### src/rtl/frame_sel_pkg.sv
// frame_sel_pkg: shared constants, index-width helper and window config record
package frame_sel_pkg;
   localparam int DEFAULT_FRAME_WIDTH = 256;
   localparam int DEFAULT_START = 26;
   localparam int DEFAULT_LEN = 204;
   localparam int CFG_START_W = 16;
   localparam int CFG_LEN_W = 17;

   function automatic int cnt_width(input int frame_width);
      return (frame_width <= 2) ? 1 : $clog2(frame_width);
   endfunction

   // sized for the largest legal frame so one type serves every instance
   typedef struct packed {
      logic [CFG_START_W-1:0] start;
      logic [CFG_LEN_W-1:0]   len;
   } win_cfg_t;
endpackage

### src/rtl/frame_index_counter.sv
// frame_index_counter: per-sample frame index, wrap/frame_sync handling,
// first-frame flag, resync pulse and frame boundary strobe
module frame_index_counter #(
   parameter int FRAME_WIDTH = 256,
   parameter int CNT_WIDTH = 8
) (
   input  logic                 i_clk,
   input  logic                 i_rst_n,
   input  logic                 i_valid,
   input  logic                 i_sync,
   output logic [CNT_WIDTH-1:0] o_index,
   output logic                 o_first,
   output logic                 o_bound,
   output logic                 o_resync
);
   localparam logic [CNT_WIDTH-1:0] LAST = CNT_WIDTH'(FRAME_WIDTH - 1);

   logic [CNT_WIDTH-1:0] r_cnt;
   logic                 r_first;
   logic                 w_resync;
   logic                 w_close;

   // r_cnt is the index the next valid sample would get without a sync
   assign w_resync = i_valid & i_sync & (r_cnt != '0);
   assign o_index  = (i_valid & i_sync) ? '0 : r_cnt;
   assign o_first  = r_first & ~w_resync;
   assign o_bound  = i_valid & (o_index == '0);
   assign w_close  = (o_index == LAST) | w_resync;

   always_ff @(posedge i_clk) begin
      if (!i_rst_n) begin
         r_cnt    <= '0;
         r_first  <= 1'b1;
         o_resync <= 1'b0;
      end else begin
         o_resync <= w_resync;
         if (i_valid) begin
            r_cnt <= (o_index == LAST) ? '0 : o_index + CNT_WIDTH'(1);
            if (w_close) r_first <= 1'b0;
         end
      end
   end
endmodule

### src/rtl/frame_window_select.sv
// frame_window_select: forwards multi-channel samples whose frame index lies in a
// runtime-programmable window, with sof/eof marks, resync and config error flags
module frame_window_select
   import frame_sel_pkg::*;
#(
   parameter int DATA_WIDTH       = 32,
   parameter int CHANNELS         = 2,
   parameter int FRAME_WIDTH      = DEFAULT_FRAME_WIDTH,
   parameter int DEFAULT_START    = frame_sel_pkg::DEFAULT_START,
   parameter int DEFAULT_LEN      = frame_sel_pkg::DEFAULT_LEN,
   parameter bit FIRST_FRAME_FULL = 1'b1,
   localparam int CNT_WIDTH       = cnt_width(FRAME_WIDTH)
) (
   input  logic                           i_clk,
   input  logic                           i_rst_n,
   input  logic [CNT_WIDTH-1:0]           i_cfg_start,
   input  logic [CNT_WIDTH:0]             i_cfg_len,
   input  logic                           i_cfg_load,
   input  logic                           i_frame_sync,
   input  logic [CHANNELS*DATA_WIDTH-1:0] i_data_in,
   input  logic                           i_data_in_valid,
   output logic [CHANNELS*DATA_WIDTH-1:0] o_data_out,
   output logic                           o_data_out_valid,
   output logic                           o_data_out_sof,
   output logic                           o_data_out_eof,
   output logic                           o_resync,
   output logic                           o_cfg_err
);
   localparam int XW = CNT_WIDTH + 2;
   localparam win_cfg_t RESET_CFG = '{start: CFG_START_W'(DEFAULT_START), len: CFG_LEN_W'(DEFAULT_LEN)};

   win_cfg_t             r_active;
   win_cfg_t             r_shadow;
   logic                 r_shv;
   win_cfg_t             w_cfg;
   logic [CNT_WIDTH-1:0] w_idx;
   logic                 w_first;
   logic                 w_bound;
   logic [17:0]          w_i;
   logic [17:0]          w_lo;
   logic [17:0]          w_hi;
   logic                 w_in;
   logic                 w_legal;

   frame_index_counter #(.FRAME_WIDTH(FRAME_WIDTH), .CNT_WIDTH(CNT_WIDTH)) u_cnt (
      .i_clk    (i_clk),
      .i_rst_n  (i_rst_n),
      .i_valid  (i_data_in_valid),
      .i_sync   (i_frame_sync),
      .o_index  (w_idx),
      .o_first  (w_first),
      .o_bound  (w_bound),
      .o_resync (o_resync)
   );

   // a pending shadow already governs the boundary sample that installs it
   assign w_cfg   = (w_bound & r_shv) ? r_shadow : r_active;
   assign w_i     = 18'(w_idx);
   assign w_hi    = 18'(w_cfg.start) + 18'(w_cfg.len);
   assign w_lo    = (FIRST_FRAME_FULL && w_first) ? '0 : 18'(w_cfg.start);
   assign w_in    = i_data_in_valid & (w_i >= w_lo) & (w_i < w_hi);
   assign w_legal = (i_cfg_len != '0) &
                    ((XW'(i_cfg_start) + XW'(i_cfg_len)) <= XW'(FRAME_WIDTH));

   always_ff @(posedge i_clk) begin
      if (!i_rst_n) begin
         r_active         <= RESET_CFG;
         r_shadow         <= '0;
         r_shv            <= 1'b0;
         o_data_out       <= '0;
         o_data_out_valid <= 1'b0;
         o_data_out_sof   <= 1'b0;
         o_data_out_eof   <= 1'b0;
         o_cfg_err        <= 1'b0;
      end else begin
         o_data_out_valid <= w_in;
         o_data_out_sof   <= w_in & (w_i == w_lo);
         o_data_out_eof   <= w_in & (w_i == w_hi - 18'd1);
         if (w_in) o_data_out <= i_data_in;
         if (w_bound & r_shv) begin
            r_active <= r_shadow;
            r_shv    <= 1'b0;
         end
         // a load on the boundary cycle lands after the transfer, so it waits a frame
         if (i_cfg_load) begin
            o_cfg_err <= ~w_legal;
            if (w_legal) begin
               r_shadow <= '{start: CFG_START_W'(i_cfg_start), len: CFG_LEN_W'(i_cfg_len)};
               r_shv    <= 1'b1;
            end
         end
      end
   end
endmodule

### config.mk
export PLATFORM = sky130hd
export DESIGN_NAME = frame_window_select
export DESIGN_NICKNAME = d
export VERILOG_FILES = /design/src/rtl/frame_sel_pkg.sv /design/src/rtl/frame_index_counter.sv /design/src/rtl/frame_window_select.sv
export SDC_FILE = /design/constraint.sdc
export NUM_CORES = 1
export LEC_CHECK = 0
export ABC_AREA = 1
export CORE_MARGIN = 2
export CORE_UTILIZATION = 45
export CTS_CLUSTER_DIAMETER = 80
export CTS_CLUSTER_SIZE = 12
export DETAILED_ROUTE_END_ITERATION = 6
export DONT_BUFFER_PORTS = 1
export SYNTH_ARGS = -nofsm -noshare
export SYNTH_HDL_FRONTEND = slang
export SYNTH_HIERARCHICAL = 1
export SYNTH_SLANG_ARGS = --single-unit
### constraint.sdc
create_clock -name i_clk -period 7.1 [get_ports i_clk]
set_input_delay 1.065 -clock i_clk [delete_from_list [all_inputs] [get_ports i_clk]]
set_output_delay 1.065 -clock i_clk [all_outputs]
set_load 0.02 [all_outputs]
==> results of run 1 <==
## metrics by stage
stage | instance area, sq um | setup WS (ps) | utilization (%) | std cells
after floorplan | 7400 | 1600 | - | 1085
after global placement | 7420 | 1040 | 46.4 | 1269
after detailed placement | 7420 | 867 | 46.4 | 1269
after CTS | 8010 | 1290 | 50.1 | 1301
after global routing | 8010 | 573 | 50.1 | 1301
final | 8010 | 1280 | 50.1 | 1301
## final cells by class
class / count / area [sq um]
tap: 216 / 270
clock inverter: 13 / 150
fill: 1667 / 7990
inverter: 126 / 473
timing repair buffer: 5 / 37.5
clock buffer: 19 / 443
multi-input combinational: 793 / 4060
sequential: 129 / 2580
## cell usage in the layout, fill, tap and decap left out, types with 3 or more instances in the layout
| cell type | count |
|---|---|
| nor2_1 | 206 |
| nand2_1 | 203 |
| dfxtp_1 | 129 |
| inv_1 | 121 |
| nand3_1 | 68 |
| o21ai_1 | 60 |
| o21ai_0 | 54 |
| a21oi_1 | 53 |
| ha_1 | 40 |
| nand2_2 | 23 |
| clkbuf_16 | 17 |
| nor3_1 | 13 |
| nand4_1 | 12 |
| nand2_4 | 6 |
| or2_2 | 5 |
| inv_2 | 5 |
| nand3_2 | 5 |
| xor2_1 | 5 |
| nor4_1 | 5 |
| nand3b_1 | 5 |
| inv_6 | 5 |
| buf_4 | 5 |
| xnor2_1 | 3 |
| nor3b_1 | 3 |
| nor2_2 | 3 |
| clkinv_4 | 3 |
## metal layers
metal	share of wire, %	up-vias
li1	-	3461
met1	46	2767
met2	44	165
met3	7.9	21
met4	1.3	0
met5	0	-
## worst max-delay path: cells and delay by family
| family | cells | cell delay, ps |
|---|---|---|
| buffers and inverters | 6 | 1020 |
| AOI/OAI and AO/OA | 4 | 1060 |
| adders and majority gates | 3 | 700 |
| and+or+nand+nor | 20 | 2250 |
## path summary, 6_finish.rpt
path                  startpoint             end  cells past startpoint
setup / recovery    i_frame_sync  o_data_out[56]                     33
hold / removal      r_active[14]    r_active[14]                      2
setup reg to reg  u_cnt/r_cnt[0]  o_data_out[56]                     32
hold reg to reg     r_active[14]    r_active[14]                      2
## power by group
part	switching, W	internal (W)	total (W)
Combinational	0.000215	0.000116	0.000331
Clock	0.000342	0.000532	0.000874
Sequential	0.000125	0.000800	0.000925
Total	0.000681	0.00145	0.00213
## state kept, by name, summed over array words and instances (netlist names), 8 cells and up
signal	cells
o_data_out	64
r_active	33
r_shadow	17
u_cnt/r_cnt	8
## kinds of logic (layout without fill, tap and decap cells)
| group | Yosys count | count (layout) | share of synthesized area [%] |
|---|---|---|---|
| fa+ha+maj | 42 | 42 | 7.31 |
| flops | 129 | 129 | 34.9 |
| compound gates | 177 | 177 | 12.3 |
| simple gates | 565 | 565 | 34.0 |
| xor+xnor | 9 | 9 | 1.17 |
| buf+inv | 163 | 163 | 10.3 |
==> run summary, run 1 <==
Setup Buffers After CTS -> 0
Mapped Cells -> 1085
CTS Sinks -> 129
Vias per cell -> 4.93
GR Util met1 -> 25.1%
Mapped Area -> 7400 sq um
Drt pass-1 iters -> 4
Min Hold Slack -> 443 ps
Final wirelength -> 17300 um
Clk buf depth -> 2
Worst skew pair latency -> 420 ps
DIE WIDTH -> 132 um
Initial antenna violation count -> 0
Worst EP required -> 7450 ps
TritonCTS Buffers -> 17
DIE HEIGHT -> 132 um
GRT met2 Usage -> 32.9%
# port buffers -> 0
Area growth, synth to finish -> 8.32%
Crit-path max FO -> 64
Num ports -> 155
Max-slew violation count -> 0
Reg clk slew, reported paths -> 50 ps
Synth area leaders -> dfxtp_1 (35%), nor2_1 (10%), nand2_1 (10%)
Number of core rows -> 46
Slew @ Worst Pin -> 937 ps
Setup tns final -> 0 ps
Max-slew headroom -> 37.5%
Slowest-stage cell, CP -> o21ai_0
Total GRT Usage -> 20.3%
Pwr Density -> 266 nW/um^2
YS warnings -> 6
Most numerous cell in the Yosys netlist -> nor2_1
HP Class -> reg2reg
Core region area -> 16000 sq um
FF+latch count, synth -> 129
Crit Path Class -> in2reg
Final Hold Viols -> 0
CTS tree -> done
Htree depth -> 4
Layout cells sized above 1 -> 8.39%
1st-iter DRT viols -> 278
Layout Nets -> 1200
Initial core utilization -> 46.2%
CP Data Arrival Time -> 6170 ps
Leak Pwr -> 3.68 nW
First-pass GRT wire length -> 29000 um
Syn_nets -> 1213
Drt drc -> 0
Setup violations, final -> 0
Skew final -> 11.5 ps
Met3 Use GR -> 7.19%
MaxCap Viol Count -> 0
Achievable Freq -> 172 MHz
Routed wire per std cell -> 13.3 um
Total power -> 0.00213 W
Post-cts resize count -> 0
Die Area -> 17500 sq um
Tcrit/Tclk final -> 81.9%
Post-synth top cells -> nor2_1 (206), nand2_1 (203), dfxtp_1 (129), inv_1 (121), nand3_1 (68)
Avg Cell Area, Syn -> 6.82 sq um
Crit end category -> flop
Routability congestion estimate -> 0.851
Global route overflow -> 0
Grt peak-use layer -> met2
Crit path launch type -> primary input
Via count -> 6414
Most used cell, CP -> nand2_1
Distinct cells, synth -> 45
Largest stage delay, worst path -> 610 ps
Area leader, netlist -> dfxtp_1
Largest net degree at the start of global routing -> 95
Top FF cell, synth -> dfxtp_1
Antenna diodes -> 0
Clk root buf -> clkbuf_16
RSZ-0062 raised after global routing -> false
Post-synth EDFFs -> 0
Synth top area share -> 34.9%
Status -> finished, final reports clean
Dpl hpwl -> 13100 um
Vias in the first global route -> 6059
Antenna Nets Post-Route -> 0
Register area share after synthesis -> 34.9%
R2R Setup Slk -> 1710 ps
Share of flip-flops with an asynchronous set or reset -> 0%
Post-layout min period -> 5820 ps
Hold_buf cts -> 0
Peak supply drop -> 191 uV
Power figures use the tool's default switching activity.
==> run 2, diff against run 1 <==
clock period = 4.8 ns   (was 7.1 ns; I/O delays follow)
==> run summary, run 2 (synthesized netlist as in run 1, its figures left out) <==
Status -> finished, final reports clean
Dpl hpwl -> 13200 um (+0.72%)
Drt pass-1 iters -> 5 (+1)
Setup WS pre-CTS -> -124 ps (-991 ps)
Initial core utilization -> 46.2% (unchanged)
Total GRT Usage -> 20.8% (+0.54 points)
Achievable Freq -> 223 MHz
Worst setup margin -> 319 ps (-964 ps)
Crit Path Class -> in2reg
Non-Filler Instances -> 1338 (+2.8%)
Final Hold Viols -> 0 (unchanged)
Via count -> 6636 (+3.5%)
DIE HEIGHT -> 132 um (unchanged)
CP Data Arrival Time -> 4790 ps (-1380 ps)
Family with the most delay on the worst path -> simple AND/OR/NAND/NOR gates
Number of core rows -> 46 (unchanged)
CTS Sinks -> 129 (unchanged)
CTS tree -> done
First-pass GRT wire length -> 30100 um (+4.1%)
Metal3 WL -> 1200 um (-12%)
Max reg flops -> 64 (unchanged)
Post-layout min period -> 4480 ps
Pwr Density -> 386 nW/um^2 (+45%)
Crit end category -> flop
Vias in the first global route -> 6168 (+1.8%)
Drt drc -> 0 (unchanged)
Num ports -> 155 (unchanged)
Highest-count cells in the layout ignoring fill and taps -> nor2_1 (200), nand2_1 (198), dfxtp_1 (129), inv_1 (119), o21ai_1 (72)
Tcrit/Tclk final -> 93.4%
Crit path launch type -> primary input
Biggest regs -> o_data_out (64), r_active (33), r_shadow (17)
HP Class -> in2reg
Worst skew pair latency -> 420 ps (about the same)
Routed wire per std cell -> 14.2 um (+7.5%)
Most common cell after layout, fill and taps aside -> nor2_1
Largest net degree at the start of global routing -> 95 (unchanged)
Htree depth -> 4 (unchanged)
Setup violations, final -> 0 (unchanged)
Largest stage delay, worst path -> 430 ps (-180 ps)
Antenna Nets Post-Route -> 0 (unchanged)
Initial antenna violation count -> 0 (unchanged)
Crit-path max FO -> 16 (-75%)
Final wirelength -> 19100 um (+11%)
DP Cell Count -> 1288 (+1.5%)
Min Hold Slack -> 382 ps (-60.8 ps)
WL met2 -> 8760 um (+14%)
Clk buf depth -> 2 (unchanged)
TritonCTS Buffers -> 17 (unchanged)
Largest reg by FF count -> o_data_out
Worst EP required -> 5110 ps (-2340 ps)
Max-slew violation count -> 0 (unchanged)
Max-slew headroom -> 37.1% (-0.38 points)
Skew final -> 11.1 ps (-0.438 ps)
DIE WIDTH -> 132 um (unchanged)
Layout cells sized above 1 -> 13.9% (+5.5 points)
Most used cell, CP -> nand2_1
# port buffers -> 0 (unchanged)
Reg clk slew, reported paths -> 60 ps (about the same)
Worst Path Buf+Inv -> 6 (unchanged)
Top routing layer in use -> met4
Total power -> 0.00331 W (+55%)
Die Area -> 17500 sq um (unchanged)
Core region area -> 16000 sq um (unchanged)
1st-iter DRT viols -> 321 (+15%)
Antenna diodes -> 0 (unchanged)
Routability congestion estimate -> 0.824 (-3.2%)
MaxCap Viol Count -> 0 (unchanged)
Peak supply drop -> 334 uV (+75%)
Vias per cell -> 4.96 (+0.60%)
Utilization after layout -> 53.6% (+3.6 points)
Slew @ Worst Pin -> 941 ps (+4.39 ps)
Met1 WL -> 8880 um (+11%)
Area growth, synth to finish -> 16.0%
Layout Nets -> 1237 (+3.1%)
Slowest-stage cell, CP -> fa_1
Leak Pwr -> 3.92 nW (+6.6%)
Global route overflow -> 0 (unchanged)
Clk root buf -> clkbuf_16
-- run 2: cell count changes in the layout (fill, tap and decap cells not counted), sizes merged --
cell	change
buf	+29
clkbuf	+3
inv	+3
nand2	+2
bufinv	-1
clkinv	+1
-- run 2: power by group --
part           switching, W  total (W)  internal [W]
clock              0.000566    0.00132      0.000750
combinational      0.000373   0.000625      0.000252
sequential         0.000187    0.00137       0.00118
total               0.00113    0.00331       0.00218
-- run 2: layer usage --
metal | global-route usage (%) | up-vias
met5 | 0 | -
met2 | 32.8 | 159
met4 | 6.09 | 0
met3 | 6.34 | 11
li1 | - | 3542
met1 | 27.6 | 2924
-- run 2: final timing paths --
| kind | endpoint | from | slack, ps | cells after the start |
|---|---|---|---|---|
| min | r_active[20] | i_rst_n | 380 | 1 |
| max reg2reg | o_data_out[34] | u_cnt/r_cnt[0] | 340 | 31 |
| max | o_data_out[34] | i_frame_sync | 320 | 32 |
| min reg2reg | r_active[15] | r_active[15] | 440 | 2 |
-- run 2: metrics by stage --
| stage | instance area, sq um | TNS [ps] |
|---|---|---|
| after floorplan | 7410 | 0 |
| after global placement | 7610 | -247 |
| after detailed placement | 7610 | -2340 |
| after CTS | 8220 | 0 |
| after global routing | 8580 | -591 |
| final | 8580 | 0 |
-- run 2: cell type report --
class | count | area, sq um
Tap cell | 216 | 270
Fill cell | 1606 | 7420
Inverter | 126 | 489
Timing Repair Buffer | 39 | 425
Sequential cell | 129 | 2580
Clock buffer | 17 | 425
Multi-Input combinational cell | 795 | 4200
Timing Repair inverter | 1 | 5.00
Clock inverter | 15 | 185
-- run 2: worst register-to-register path: cells and delay by family (launching register included) --
family / cells / cell delay (ps)
AO/OA/AOI/OAI: 4 / 380
AND/OR/NAND/NOR: 18 / 1980
flip-flops: 1 / 340
buffers and inverters: 6 / 780
adder cells (fa/ha/maj): 3 / 870
-- run 2: repair_timing --
| action | 4_1_cts | 5_1_grt |
|---|---|---|
| hold buffers | 0 | 0 |
| resized for setup | 0 | 49 |
| setup buffers | 0 | 8 |
| setup endpoints to repair | 0 | 66 |
| endpoints found under the hold margin | 0 | 0 |
